==> src/rtl/tick_period_monitor_if.sv <==
// Bundle of the control and result signals of tick_period_monitor.
// The master side arms a measurement and feeds the tick stream, the slave
// side (the monitor) reports status and the measured period.
interface tick_period_monitor_if #(
  parameter int CNT_W = 24
);
  logic             en;
  logic             tick_in;
  logic             start;
  logic             busy;
  logic             done;
  logic [CNT_W-1:0] period;
  logic             ok;
  logic             timeout;

  modport master (
    output en, tick_in, start,
    input  busy, done, period, ok, timeout
  );

  modport slave (
    input  en, tick_in, start,
    output busy, done, period, ok, timeout
  );
endinterface

==> src/rtl/tick_period_monitor.sv <==
// Single-shot tick period monitor: after start it waits for an opening rising
// edge of tick_in, counts enabled clk cycles to the next rising edge and
// reports the spacing, whether it lies within TOL of EXPECTED, and whether
// the counter saturated before the closing edge arrived.
// The interface instance must be built with the same CNT_W as this module.
module tick_period_monitor #(
  parameter int CNT_W    = 24,
  parameter int EXPECTED = 10,
  parameter int TOL      = 0
) (
  input  logic                 clk,
  input  logic                 rst_n,
  tick_period_monitor_if.slave bus
);

  typedef enum logic [1:0] {
    IDLE,
    ARM,
    MEASURE,
    DONE
  } state_t;

  localparam logic [CNT_W-1:0] CNT_MAX = '1;
  localparam logic [CNT_W-1:0] CNT_ONE = CNT_W'(1);
  localparam logic [CNT_W:0]   EXP_EXT = (CNT_W+1)'(EXPECTED);
  localparam logic [CNT_W:0]   TOL_EXT = (CNT_W+1)'(TOL);
  localparam logic [CNT_W:0]   ONE_EXT = (CNT_W+1)'(1);

  state_t           state;
  state_t           state_nxt;
  logic [CNT_W-1:0] cnt;
  logic [CNT_W-1:0] cnt_nxt;
  logic             tick_q;
  logic             rise;
  logic [CNT_W-1:0] period_q;
  logic             ok_q;
  logic             timeout_q;
  logic             load;
  logic [CNT_W-1:0] period_nxt;
  logic             ok_nxt;
  logic             timeout_nxt;
  logic [CNT_W:0]   diff;
  logic [CNT_W:0]   mag;
  logic             in_tol;

  assign rise = bus.tick_in & ~tick_q;

  // One extra bit keeps the signed difference from wrapping for any period.
  assign diff   = {1'b0, cnt} - EXP_EXT;
  assign mag    = diff[CNT_W] ? (~diff + ONE_EXT) : diff;
  assign in_tol = (mag <= TOL_EXT);

  // Next state, counter and result; saturation wins over a closing edge so
  // the largest measurable spacing is one below the counter maximum.
  always_comb begin
    state_nxt   = state;
    cnt_nxt     = cnt;
    load        = 1'b0;
    period_nxt  = period_q;
    ok_nxt      = ok_q;
    timeout_nxt = timeout_q;
    unique case (state)
      IDLE: begin
        if (bus.start) begin
          state_nxt = ARM;
          cnt_nxt   = CNT_ONE;
        end
      end
      ARM: begin
        if (rise) begin
          state_nxt = MEASURE;
          cnt_nxt   = CNT_ONE;
        end else if (cnt == CNT_MAX) begin
          state_nxt   = DONE;
          load        = 1'b1;
          period_nxt  = CNT_MAX;
          ok_nxt      = 1'b0;
          timeout_nxt = 1'b1;
        end else begin
          cnt_nxt = cnt + CNT_ONE;
        end
      end
      MEASURE: begin
        if (cnt == CNT_MAX) begin
          state_nxt   = DONE;
          load        = 1'b1;
          period_nxt  = CNT_MAX;
          ok_nxt      = 1'b0;
          timeout_nxt = 1'b1;
        end else if (rise) begin
          state_nxt   = DONE;
          load        = 1'b1;
          period_nxt  = cnt;
          ok_nxt      = in_tol;
          timeout_nxt = 1'b0;
        end else begin
          cnt_nxt = cnt + CNT_ONE;
        end
      end
      DONE: begin
        state_nxt = IDLE;
      end
      default: begin
        state_nxt = IDLE;
      end
    endcase
  end

  // State, counter, edge register and held result; everything freezes while en is low.
  always_ff @(posedge clk or negedge rst_n) begin
    if (!rst_n) begin
      state     <= IDLE;
      cnt       <= '0;
      tick_q    <= 1'b0;
      period_q  <= '0;
      ok_q      <= 1'b0;
      timeout_q <= 1'b0;
    end else if (bus.en) begin
      state  <= state_nxt;
      cnt    <= cnt_nxt;
      tick_q <= bus.tick_in;
      if (load) begin
        period_q  <= period_nxt;
        ok_q      <= ok_nxt;
        timeout_q <= timeout_nxt;
      end
    end
  end

  assign bus.busy    = (state == ARM) || (state == MEASURE);
  assign bus.done    = (state == DONE);
  assign bus.period  = period_q;
  assign bus.ok      = ok_q;
  assign bus.timeout = timeout_q;

endmodule

==> src/flat_wrapper.sv <==
// flat-port wrapper written by rule: the top's interface ports become plain ports
module tick_period_monitor_flat 
#(
  parameter int CNT_W    = 24,
  parameter int EXPECTED = 10,
  parameter int TOL      = 0
)
  (clk, rst_n, bus_en, bus_tick_in, bus_start, bus_busy, bus_done, bus_period, bus_ok, bus_timeout);
  tick_period_monitor_if #(.CNT_W(CNT_W)) bus_i ();
  input  logic clk;
  input  logic rst_n;
  input wire logic [$bits(bus_i.en)-1:0] bus_en;
  input wire logic [$bits(bus_i.tick_in)-1:0] bus_tick_in;
  input wire logic [$bits(bus_i.start)-1:0] bus_start;
  output wire logic [$bits(bus_i.busy)-1:0] bus_busy;
  output wire logic [$bits(bus_i.done)-1:0] bus_done;
  output wire logic [$bits(bus_i.period)-1:0] bus_period;
  output wire logic [$bits(bus_i.ok)-1:0] bus_ok;
  output wire logic [$bits(bus_i.timeout)-1:0] bus_timeout;
  assign bus_i.en = bus_en;
  assign bus_i.tick_in = bus_tick_in;
  assign bus_i.start = bus_start;
  assign bus_busy = bus_i.busy;
  assign bus_done = bus_i.done;
  assign bus_period = bus_i.period;
  assign bus_ok = bus_i.ok;
  assign bus_timeout = bus_i.timeout;
  tick_period_monitor #(.CNT_W(CNT_W), .EXPECTED(EXPECTED), .TOL(TOL)) u_core (.clk(clk), .rst_n(rst_n), .bus(bus_i));
endmodule
==> config.mk <==
export PLATFORM = sky130hd
export DESIGN_NAME = tick_period_monitor_flat
export DESIGN_NICKNAME = d
export VERILOG_FILES = /design/src/rtl/tick_period_monitor_if.sv /design/src/rtl/tick_period_monitor.sv /design/src/flat_wrapper.sv
export SDC_FILE = /design/constraint.sdc
export NUM_CORES = 1
export LEC_CHECK = 0
export ABC_AREA = 0
export CORE_MARGIN = 3
export CORE_UTILIZATION = 33
export CTS_CLUSTER_DIAMETER = 30
export DETAILED_ROUTE_END_ITERATION = 8
export PLACE_DENSITY = 0.58
export SLEW_MARGIN = 20
export SYNTH_ARGS = -nofsm -noshare
export SYNTH_HDL_FRONTEND = slang
export SYNTH_SLANG_ARGS = --single-unit
==> constraint.sdc <==
create_clock -name clk -period 3.3 [get_ports clk]
set_clock_uncertainty 0.2 [all_clocks]
set_input_delay 0.495 -clock clk [delete_from_list [all_inputs] [get_ports clk]]
set_output_delay 0.495 -clock clk [all_outputs]
set_load 0.05 [all_outputs]
==> metrics.txt <==
Resized cells post-CTS=0; Post-Place Worst Slack=0.577 ns; Detailed Route Iter0 Violations=158; Yosys cell types=50; PortBufs=32; number of storage elements in the synthesis netlist=53; number of hold buffers added after CTS=1; hold wc startpoint=u_core.bus.period[0]; setup slack, reg-to-reg=0.53 ns; launching point of the worst reg2reg path=u_core.cnt[10]; Setup Viol. Count Final=0; Critical R2R Capture=u_core.bus.ok; fmax=361 MHz; number of global-route vias before repair=2623; count of mapped cells out of synthesis=329; critical path startpoint=u_core.cnt[10]; min Tclk post-route=around 2.8 ns; number of synthesized flops with an enable pin=0; diode count=0; most frequent cells in the layout=53 x sky130_fd_sc_hd__dfrtp_1, 31 x sky130_fd_sc_hd__clkdlybuf4s50_1, 29 x sky130_fd_sc_hd__o21ai_0; post-route ant nets=0; fraction of final layout cells with drive strength greater than 1=~8.4%; number of sinks on the clock net=53; proportion of register bits with asynchronous set or reset after synthesis=100%; final hold viol count=0; initial antenna violation count=0; number of rows in the core area=34; Max FO, Critical Path=8; Total GRT Usage=around 16%; summed instance area of the synthesized netlist=3070 um2; Static Leakage=1.50 nW; critical path data arrival time=2.77 ns; share of synthesized area occupied by flip-flops and latches=43.1%; capturing element of the worst setup path=u_core.bus.ok; result of the run=finished clean; placeable core region=8890 um2; clock tree buffer depth=2; count of vias placed by the detailed router=2598; root buf cell=sky130_fd_sc_hd__clkbuf_8; routability congestion estimate=0.889; IR drop worst, VDD=0.647 mV; insertion delay of the later-clocked pin in the worst-skew pair=0.30 ns; max cap viols=0; leading cell type in the layout, fill and taps excluded=sky130_fd_sc_hd__dfrtp_1; reported net switching power=1.45 mW; DR DRC count=0; number of non-filler instances in the completed layout=465; unrepaired setup endpoints after global routing=no; Critical Path End Type=flop; total power consumption of the routed design=between 3 and 4 mW; logic gate share of total power=56.2%; CTS clk-pin slew, worst paths=about 0.090 ns; effective utilization at floorplan=34.6%; Layout Nets=372; pwr dens=854 nW/um2; number of buffers inserted to repair setup after CTS=0; worst setup slack after layout=between 0.5 and 0.6 ns; fraction of power spent switching nets=47.0%; Post-DP HPWL=5710 um; pin count of the biggest net entering global routing=36; top_reg_cell synth=sky130_fd_sc_hd__dfrtp_1; wire length of the first global-routing pass=13500 um; post-synthesis average cell area=roughly 9.3 um2; count of filler cells inserted in the layout=908; GRT Residual Overflow=0; portion of total power attributed to sequential cells=a little under a third; clock tree from TritonCTS=done; transition time at the pin with the least slew margin=a little under 0.8 ns; synthesized net count=~350; die footprint=10500 um2; fin crit share=83.9%; Req. time, crit path=3.31 ns; I/O pin cnt=33; Die Span X=103 um; Total Wirelength=7950 um; crit path launch type=flop; part of the total power dissipated in the clock network=12.9%; Final Max Tran Viols=0; drt first pass iters=4; TritonCTS buffer count=5; post-DR wirelength/cell=17.1 um; vertical die dimension=103 um; number of cells on the worst reg-to-reg path=6; H-tree depth reported by CTS=2; type of the setup path with the least slack=reg -> reg; placed cell count=456; path type of the worst min-delay path=reg -> reg; total of warnings raised by yosys=0; post-route setup TNS=0 ns; P&R area growth vs syn=17.7%; via/cell ratio=5.59; Pint=1.64 mW; tightest slew margin relative to the limit=46.7%
## state kept, by name (all words and copies together) (netlist names)
signal              cells
u_core.state            2
u_core.bus.ok           1
u_core.cnt             24
u_core.bus.timeout      1
u_core.tick_q           1
u_core.bus.period      24
## how the worst min path moves through the flow
stage	endpoint	slack [ns]	cells after the start
2_1_floorplan	u_core.bus.ok	-0.0006	0
3_3_place_gp	u_core.bus.period[11]	0.27	1
3_5_place_dp	u_core.cnt[13]	0.28	1
4_1_cts	u_core.bus.period[0]	0.30	1
5_1_grt	u_core.bus.period[22]	0.32	1
6_report	u_core.bus.period[0]	0.29	1
## Yosys cell counts (7+ instances only)
| library cell | count | area (um2) |
|---|---|---|
| sky130_fd_sc_hd__nand2b_1 | 7 | 43.8 |
| sky130_fd_sc_hd__nor4_1 | 7 | 43.8 |
| sky130_fd_sc_hd__o22a_1 | 23 | 201 |
| sky130_fd_sc_hd__inv_1 | 10 | 37.5 |
| sky130_fd_sc_hd__o21ai_0 | 29 | 145 |
| sky130_fd_sc_hd__clkbuf_1 | 16 | 60.1 |
| sky130_fd_sc_hd__o31ai_1 | 17 | 128 |
| sky130_fd_sc_hd__a21oi_1 | 8 | 40.0 |
| sky130_fd_sc_hd__nand3_1 | 18 | 90.1 |
| sky130_fd_sc_hd__ha_1 | 11 | 138 |
| sky130_fd_sc_hd__dfrtp_1 | 53 | 1330 |
| sky130_fd_sc_hd__nor3_1 | 9 | 45.0 |
| sky130_fd_sc_hd__xnor2_1 | 8 | 70.1 |
| sky130_fd_sc_hd__nand2_1 | 22 | 82.6 |
| sky130_fd_sc_hd__nor2_1 | 20 | 75.1 |
## power by group through the flow
stage | registers, mW | clock network (mW) | logic, mW
global placement | 0.968 | 0 | 1.74
floorplan | 1.51 | 0 | 0.630
detailed placement | 0.970 | 0 | 1.75
CTS | 0.956 | 0.416 | 1.76
global route | 0.985 | 0.442 | 1.87
finish | 0.953 | 0.399 | 1.74
## final cells by class
type / instances / area, um2 / area share [%]
Multi-Input combinational cell: 241 / 1600 / 44.3
Sequential cell: 53 / 1330 / 36.7
Timing Repair Buffer: 45 / 415 / 11.5
Tap cell: 108 / 135 / 3.74
Clock buffer: 7 / 96.3 / 2.66
Inverter: 10 / 37.5 / 1.04
Clock inverter: 1 / 5.00 / 0.138
## metal layers
layer  vias up  global-route usage, %  wire, um
li1       1258                      -         -
met1      1268                   23.2      3810
met2        62                   25.9      3700
met3        10                   2.44       327
met4         0                   4.54       115
met5         -                      0         0
## per-stage QoR
step                util, %  cell area, um2  hold slack (ns)
CTS                    40.7            3620            0.302
global placement       39.4            3510            0.271
global route           40.7            3620            0.321
floorplan                 -            3070        -0.000591
finish                 40.7            3620            0.294
detailed placement     39.4            3510            0.280
## worst max-delay path, cell delays in order (launching register included)
cell	delay, ns
sky130_fd_sc_hd__dfrtp_1	0.49
sky130_fd_sc_hd__nor4_4	0.40
sky130_fd_sc_hd__nand3_2	0.13
sky130_fd_sc_hd__or3_4	0.42
sky130_fd_sc_hd__or4b_1	0.52
sky130_fd_sc_hd__o41a_1	0.15
sky130_fd_sc_hd__o41ai_2	0.36
## cells by family after synthesis
| kind of cell | count (synthesis) | share of synthesized area [%] |
|---|---|---|
| multiplexers | 1 | 0.366 |
| XOR/XNOR | 12 | 3.42 |
| flip-flops | 53 | 43.1 |
| buffers and inverters | 35 | 5.01 |
| AND/OR/NAND/NOR | 118 | 21.0 |
| adder cells (fa/ha/maj) | 11 | 4.48 |
| AO/OA/AOI/OAI | 99 | 22.5 |
Power figures use the tool's default switching activity.
